**config.mk**
```make
export PLATFORM = sky130hd
export DESIGN_NAME = counter_step_arbiter
export DESIGN_NICKNAME = d
export VERILOG_FILES = /design/src/rtl/counter_step_arbiter.sv
export SDC_FILE = /design/constraint.sdc
export NUM_CORES = 1
export LEC_CHECK = 0
export ABC_AREA = 1
export BUFFER_PORTS_ARGS = -buffer_cell sky130_fd_sc_hd__buf_2
export CORE_MARGIN = 2
export CORE_UTILIZATION = 30
export DETAILED_ROUTE_END_ITERATION = 8
export GPL_TIMING_DRIVEN = 0
export PLACE_DENSITY = 0.48
export SETUP_SLACK_MARGIN = 0.5
export SLEW_MARGIN = 20
export SYNTH_ARGS = -nofsm -noshare
export SYNTH_HDL_FRONTEND = slang
export SYNTH_SLANG_ARGS = --single-unit
```
**constraint.sdc**
```tcl
create_clock -name clk -period 2.08 [get_ports clk]
set_input_delay 0.208 -clock clk [delete_from_list [all_inputs] [get_ports clk]]
set_output_delay 0.208 -clock clk [all_outputs]
set_load 0.01 [all_outputs]
```
**src/rtl/counter_step_arbiter.sv**
```systemverilog
// counter_step_arbiter
// Shares one up/down counter (inc/dec step interface) between NUM_REQ requesters.
// One step request is granted at a time in round-robin order. The chosen step is
// turned into a one-cycle inc or dec strobe. When SATURATE is set, a step that
// would wrap the counter is refused with nack and no strobe is issued.
// Each step takes IDLE -> STEP -> SETTLE -> IDLE. The SETTLE cycle gives the
// counter time to update before the next arbitration samples count_in.

module counter_step_arbiter #(
    parameter int NUM_REQ  = 4,
    parameter int WIDTH    = 4,
    parameter int SATURATE = 1
) (
    input  logic               clk,
    input  logic               reset,
    input  logic [NUM_REQ-1:0] req,
    input  logic [NUM_REQ-1:0] req_up,
    input  logic [WIDTH-1:0]   count_in,
    output logic [NUM_REQ-1:0] gnt,
    output logic               nack,
    output logic               inc,
    output logic               dec,
    output logic               busy
);

    localparam int PTR_W = (NUM_REQ > 1) ? $clog2(NUM_REQ) : 1;
    localparam logic [PTR_W-1:0] LAST_IDX = PTR_W'(NUM_REQ - 1);

    typedef enum logic [1:0] {
        IDLE   = 2'd0,
        STEP   = 2'd1,
        SETTLE = 2'd2
    } state_t;

    state_t             state;
    state_t             next_state;

    // Round-robin pointer: the requester that is scanned first at the next arbitration.
    logic [PTR_W-1:0]   rr_ptr;
    logic [PTR_W-1:0]   rr_ptr_next;

    // Arbitration results for the current cycle.
    logic               found;
    logic [PTR_W-1:0]   winner;
    logic [PTR_W-1:0]   scan_idx;
    int                 scan_sum;
    logic               win_up;
    logic               sat;

    // Next values of the registered outputs.
    logic [NUM_REQ-1:0] gnt_next;
    logic               nack_next;
    logic               inc_next;
    logic               dec_next;
    logic               busy_next;

    // Find the first set request, scanning upward from rr_ptr and wrapping at NUM_REQ.
    always_comb begin
        // NOTE: every combinational output gets a default first, so no path leaves
        // it unassigned and no latch is inferred.
        found    = 1'b0;
        winner   = '0;
        scan_sum = 0;
        scan_idx = '0;
        for (int i = 0; i < NUM_REQ; i++) begin
            scan_sum = int'(rr_ptr) + i;
            if (scan_sum >= NUM_REQ) begin
                scan_sum = scan_sum - NUM_REQ;
            end
            scan_idx = PTR_W'(scan_sum);
            if (!found && req[scan_idx]) begin
                found  = 1'b1;
                winner = scan_idx;
            end
        end
    end

    // Direction of the winning request, its saturation test, and the pointer advance.
    always_comb begin
        win_up = req_up[winner];
        if (win_up) begin
            sat = (count_in == {WIDTH{1'b1}});
        end else begin
            sat = (count_in == '0);
        end
        if (winner == LAST_IDX) begin
            rr_ptr_next = '0;
        end else begin
            rr_ptr_next = winner + PTR_W'(1);
        end
    end

    // State register and round-robin pointer; both return to their start on reset.
    always_ff @(posedge clk) begin
        // NOTE: sequential state uses non-blocking assignments so every register
        // samples the values from before this edge, whatever the statement order.
        if (reset) begin
            state  <= IDLE;
            rr_ptr <= '0;
        end else begin
            state <= next_state;
            if (state == IDLE && found) begin
                rr_ptr <= rr_ptr_next;
            end
        end
    end

    // Next-state logic: one arbitration, then one strobe cycle, then one settle cycle.
    always_comb begin
        next_state = state;
        case (state)
            IDLE:    if (found) next_state = STEP;
            STEP:    next_state = SETTLE;
            SETTLE:  next_state = IDLE;
            default: next_state = IDLE;
        endcase
    end

    // Output decode: work out what the registered outputs show in the next cycle.
    always_comb begin
        gnt_next  = '0;
        nack_next = 1'b0;
        inc_next  = 1'b0;
        dec_next  = 1'b0;
        busy_next = (next_state != IDLE);
        if (state == IDLE && found) begin
            gnt_next[winner] = 1'b1;
            if (SATURATE != 0 && sat) begin
                // The step would wrap the counter: refuse it and issue no strobe.
                nack_next = 1'b1;
            end else begin
                inc_next = win_up;
                dec_next = !win_up;
            end
        end
    end

    // Output registers. Reset drops any strobe that was already registered.
    always_ff @(posedge clk) begin
        if (reset) begin
            gnt  <= '0;
            nack <= 1'b0;
            inc  <= 1'b0;
            dec  <= 1'b0;
            busy <= 1'b0;
        end else begin
            gnt  <= gnt_next;
            nack <= nack_next;
            inc  <= inc_next;
            dec  <= dec_next;
            busy <= busy_next;
        end
    end

endmodule
```
==> impl_metrics.toml, run 1 <==
[status]
status = "complete, no violations"

[clock_network]
cts_sinks = 12
clkLatencyLatePin_ps = 260
clkTransAtPathRegs_ps = 70
cts_buffers = 3
cts_buffer_depth = 2
tritoncts = "done"
hold_buffers = 0
cts_root_buffer = "clkbuf_4"
h-tree-depth = 1

[finish]
stdcell_count = 190
num-fill-cells = 314
area_growth_pct = 31.8
n_antenna_cell = 0
drive_gt1_share_pct = 52.9
layout.nets = 176

[worst_hold_path]
hp-start = "reset"
hold-path-cell-count = 2
hold_class = "in2reg"
worst_hold_path.endpoint = "state[1]$_SDFF_PP0_"

[setup_path]
reg2reg_setup_slack_ps = 360
r2r_end = "rr_ptr[1]$_SDFFE_PP0P_"
cp_data_required_time_ps = 2260
cp-start-kind = "register"
rr_startpoint = "rr_ptr[0]$_SDFFE_PP0P_"
critPathMaxFanout = 8
r2r_cells = 13
arrival_ps = 1900
cp-end-kind = "register"
critPathKind = "reg2reg"

[floorplanning]
die_w_um = 59.4
rows = 20
io_pins = 22
dieArea_sq_um = 3520
die_h_um = 59.4
core_sq_um = 2980
start_util_pct = 30.9

[sta]
finalSetupTns_ps = 0
finalCritPeriodShare_pct = 82.8
finalMaxSlewViolations = 0
setup_violations = 0
period_minus_slack_ps = 1720
max_freq_mhz = 580
rsz0062_at_grt = "yes"
relSlewSlack_pct = 78.3
hold_violations = 0
fin_skew_ps = 1.86
worst-slew-pin-transition_ps = 322

[synth]
synth_seq_area_share_pct = 26.1
avgSynthCellArea_sq_um = 7.30
synth_nets = 144
syn_inst = 126
synth_commonest_cells = "nand2_1 (31), inv_1 (20), dfxtp_1 (12)"
yosys.area.top_type = "dfxtp_1"
synth_most_common_cell = "nand2_1"
synth.distinct_cells = 22
async_flop_share_pct = 0
syn-cell-area_sq_um = 920
ys.flop_type = "dfxtp_1"
synth_edf_count = 0
synth_top_area_share_pct = 26.1
synth_area_leaders = "dfxtp_1 (26%), nand2_1 (13%), nand3_2 (8.7%)"
synth-seq-cells = 12
synth_warnings = 0

[detailed_routing]
m1WireLength_um = 758
routed-wl-met2_um = 876
drc_errors = 0
vias_per_cell = 4.32
routedWlPerCell_um = 8.79
first_iter_violations = 6
dr.max_layer_used = "met3"
ant_nets = 0
wl_met3_um = 37
drt_first_pass_iters = 4
dr_total_vias = 821
drt-total-wl_um = 1670

[placement]
dp_cells = 180
dpl.hpwl_um = 1410
place.gp.congestion = 0.759
numPortBuffers = 21

[power_and_ir_drop]
power.density_nw_per_um2 = 1600
peakVddDrop_mv = 0.664
power.leakage_uw = 0.000657

[global_routing]
grt_use_total_pct = 10.7
grt_max_degree = 10
grt_pass1_wl_um = 2870
first_global_vias = 714
grt-ovfl-total = 0
antenna_found_initial = 0

[flow_run]
maxCapViolations = 0
-- area by class of cell --
type,count,area (sq um),share of cell area (%)
Timing Repair Buffer,27,150,12.4
Clock buffer,4,36.3,2.99
Multi-Input combinational cell,87,621,51.2
Inverter,25,98.8,8.15
Tap cell,33,41.3,3.41
Buffer,2,22.5,1.86
Sequential cell,12,243,20.0
-- what timing repair did --
action	in CTS	in global routing
endpoints found under the setup margin	8	9
resized for setup	9	2
pin swaps	8	2
buffers inserted	6	0
-- stage by stage --
| step | hold slack, ps | total power, uW | worst slack, ps | instance area (sq um) | utilization [%] |
|---|---|---|---|---|---|
| floorplan | 277 | 1420 | 456 | 950 | - |
| global placement | 442 | 1630 | 320 | 1100 | 36.8 |
| detailed placement | 448 | 1640 | 287 | 1100 | 36.8 |
| CTS | 159 | 1970 | 334 | 1210 | 40.5 |
| global route | 185 | 2150 | 222 | 1210 | 40.7 |
| finish | 170 | 1950 | 357 | 1210 | 40.7 |
-- how the worst max path moves through the flow --
stage                                      start                     end  slack, ps
after CTS                 rr_ptr[0]$_SDFFE_PP0P_  rr_ptr[1]$_SDFFE_PP0P_        330
after floorplan           rr_ptr[0]$_SDFFE_PP0P_  rr_ptr[1]$_SDFFE_PP0P_        460
after global routing      rr_ptr[0]$_SDFFE_PP0P_  rr_ptr[1]$_SDFFE_PP0P_        220
after detailed placement  rr_ptr[0]$_SDFFE_PP0P_  rr_ptr[1]$_SDFFE_PP0P_        290
final                     rr_ptr[0]$_SDFFE_PP0P_  rr_ptr[1]$_SDFFE_PP0P_        360
after global placement    rr_ptr[0]$_SDFFE_PP0P_  rr_ptr[1]$_SDFFE_PP0P_        320
-- kinds of logic (layout without fill, tap and decap cells) --
family	Yosys count	after routing	share of synthesized area, %
flops	12	12	26.1
fa+ha+maj	4	4	5.44
compound gates	5	5	3.67
buf+inv	27	58	12.4
simple gates	78	78	52.4
-- flip-flops by register name, summed over array words and instances, names as in the netlist --
signal	cells
gnt	4
rr_ptr	2
state	2
busy	1
dec	1
inc	1
nack	1
-- critical path: stages (launching register included) --
cell and delay (ps):
dfxtp_2 350, inv_2 40, buf_6 130, nand2_2 70, nand3_2 100, nand2_4 120, nor2_8 60, nand3_2 60
nand3_2 90, nand2_4 100, clkinv_4 60, ha_1 260, nor2_1 30, a211oi_1 150
-- layer usage --
layer | track usage, % | up-vias
met4 | 4.87 | 0
li1 | - | 451
met5 | 0 | -
met1 | 13.4 | 359
met3 | 1.31 | 0
met2 | 18.2 | 11
-- cell usage in the layout, fill, tap and decap left out, drive strengths merged --
master,netlist,final
a21oi,2,2
dfxtp,12,12
clkbuf,0,4
clkinv,1,1
inv,24,24
nor4,1,1
o21ai,1,1
nand3,16,16
nand4,3,3
a211oi,2,2
ha,4,4
nand2,46,46
nor2,12,12
buf,2,29
-- report_power, final --
part / leakage (uW) / total [uW] / switching [uW] / internal (uW)
logic: 0.000537 / 1420 / 856 / 566
clock network: 0.0000210 / 177 / 70.6 / 106
registers: 0.0000993 / 347 / 36.0 / 311
total: 0.000657 / 1950 / 962 / 983
(Power assumes the default switching activity.)
==> run 2: changes to the inputs <==
--- a/config.mk
+++ b/config.mk
@@ -11,7 +11,7 @@
 export CORE_UTILIZATION = 30
 export DETAILED_ROUTE_END_ITERATION = 8
 export GPL_TIMING_DRIVEN = 0
-export PLACE_DENSITY = 0.48
+export PLACE_DENSITY = 0.5
 export SETUP_SLACK_MARGIN = 0.5
 export SLEW_MARGIN = 20
 export SYNTH_ARGS = -nofsm -noshare
==> constraint.sdc (replaced) <==
create_clock -name clk -period 1.41 [get_ports clk]
set_input_delay 0.141 -clock clk [delete_from_list [all_inputs] [get_ports clk]]
set_output_delay 0.141 -clock clk [all_outputs]
set_load 0.01 [all_outputs]
==> run 2 against run 1 <==
Net effect: largest power group unchanged; largest cell class unchanged; global-route usage increased by 0.86 points; non-clock buffer count increased by 1; clock skew about the same; the run now ends with setup timing left; routed wire length increased by 8.0%.
==> impl_metrics.toml, run 2 (synthesis results as in run 1) <==
[placement]
dpl.hpwl_um = 1370
place.gp.congestion = 0.781
numPortBuffers = 21

[power_and_ir_drop]
power.density_nw_per_um2 = 2480
peakVddDrop_mv = 1.11
power.leakage_uw = 0.000669
total_power_uw = 3190

[status]
status = "finished with violations"
violations = "setup timing"

[setup_path]
slowest_stage = "dfxtp_4"
cp_data_required_time_ps = 1590
cp-end-kind = "register"
slowest_delay_ps = 370
r2r_cells = 13
critPathKind = "reg2reg"
rr_startpoint = "rr_ptr[0]$_SDFFE_PP0P_"
path_cells = "inv_2, buf_6, nand2_2, nand3_2, nand2_4, nor2_8, nand2_1, nand3_2, nand2_4, clkinv_4, ha_4, nor2_4, a211oi_2"
critPathBufInv = 3
critPathTopFamily = "simple AND/OR/NAND/NOR gates"
critPathLaunch = "rr_ptr[0]$_SDFFE_PP0P_"
r2r_end = "rr_ptr[1]$_SDFFE_PP0P_"
reg2reg_setup_slack_ps = -320
critPathMaxFanout = 8
cp-start-kind = "register"
arrival_ps = 1910

[floorplanning]
die_h_um = 59.4
die_w_um = 59.4
core_sq_um = 2980
io_pins = 22
rows = 20
start_util_pct = 30.9
dieArea_sq_um = 3520

[sta]
hold_violations = 0
period_minus_slack_ps = 1730
worst-slew-pin-transition_ps = 361
rsz0062_at_grt = "yes"
finalWorstSetupSlack_ps = -322
max_freq_mhz = 577
relSlewSlack_pct = 75.9
fin_skew_ps = 1.51
finalMaxSlewViolations = 0
finalSetupTns_ps = -2390
finalCritPeriodShare_pct = 123
setup_violations = 11

[clock_network]
cts_buffers = 3
h-tree-depth = 1
clkLatencyLatePin_ps = 260
clkTransAtPathRegs_ps = 60
tritoncts = "done"
hold_buffers = 0
cts_buffer_depth = 2
cts_sinks = 12
cts_root_buffer = "clkbuf_4"

[detailed_routing]
drc_errors = 0
drt-total-wl_um = 1810
drt_first_pass_iters = 4
routedWlPerCell_um = 9.50
ant_nets = 0
vias_per_cell = 4.54
dr_total_vias = 863
first_iter_violations = 11

[global_routing]
antenna_found_initial = 0
grt_pass1_wl_um = 3100
grt_max_degree = 9
first_global_vias = 787
grt-ovfl-total = 0
grt_use_total_pct = 11.6

[finish]
layout_common_cells = "buf_2 (21), nand2_1 (20), inv_1 (17)"
largest_register = "gnt"
mostFrequentLayoutCell = "buf_2"
area_growth_pct = 39.7
largest_reg_flops = 4
drive_gt1_share_pct = 57.3
reg_top3 = "gnt x4, rr_ptr x2, state x2"
layout.nets = 177
n_antenna_cell = 0

[worst_hold_path]
hold-path-cell-count = 2
hold_class = "in2reg"
worst_hold_path.endpoint = "rr_ptr[0]$_SDFFE_PP0P_"
hp-start = "reset"

[flow_run]
maxCapViolations = 0
==> run 2: changes by cell type in the layout (fill, tap and decap cells not counted), sizes merged <==
cell,change
buf,+1
clkbuf,-1
==> run 2: layer usage <==
metal  GRT usage [%]  vias to the layer above  part of all wire [%]
met3           0.655                        2                   3.4
met2            20.3                       14                    54
met1            13.4                      393                    41
met5               0                        -                     0
met4            7.79                        0                   1.6
li1                -                      454                     -
==> run 2: worst max-delay path by stage <==
stage / endpoint / slack (ps) / cells past startpoint
after floorplan: rr_ptr[1]$_SDFFE_PP0P_ / -210 / 13
after global placement: rr_ptr[1]$_SDFFE_PP0P_ / -340 / 13
after detailed placement: rr_ptr[1]$_SDFFE_PP0P_ / -370 / 13
after CTS: rr_ptr[1]$_SDFFE_PP0P_ / -340 / 13
after global routing: inc$_SDFF_PP0_ / -430 / 13
final: rr_ptr[1]$_SDFFE_PP0P_ / -320 / 13
==> run 2: layout make-up <==
| class | count | area, sq um |
|---|---|---|
| sequential | 12 | 248 |
| multi-input combinational | 87 | 684 |
| inverter | 25 | 101 |
| timing repair buffer | 28 | 165 |
| tap | 33 | 41.3 |
| clock buffer | 3 | 22.5 |
| buffer | 2 | 22.5 |
| fill | 308 | 1690 |
==> run 2: where the power goes <==
group          leakage (uW)  switching [uW]  internal, uW
Combinational      0.000556            1440          1030
Sequential        0.0000999            60.9           467
Clock             0.0000138            88.9          98.2
==> run 2: metrics by stage <==
stage	area [sq um]	std cells	utilization [%]	hold slack, ps	setup WS [ps]
after floorplan	950	126	-	210	-214
after global placement	1100	180	36.8	375	-339
after detailed placement	1100	180	36.8	377	-367
after CTS	1190	189	40.0	116	-336
after global routing	1280	190	43.2	135	-428
final	1280	190	43.2	131	-322
==> run 2: repair_timing <==
item | 4_1_cts | 5_1_grt
pin swaps | 11 | 16
setup endpoints to repair | 11 | 11
gates cloned | 1 | 0
setup buffers | 5 | 1
gates resized for setup | 7 | 22
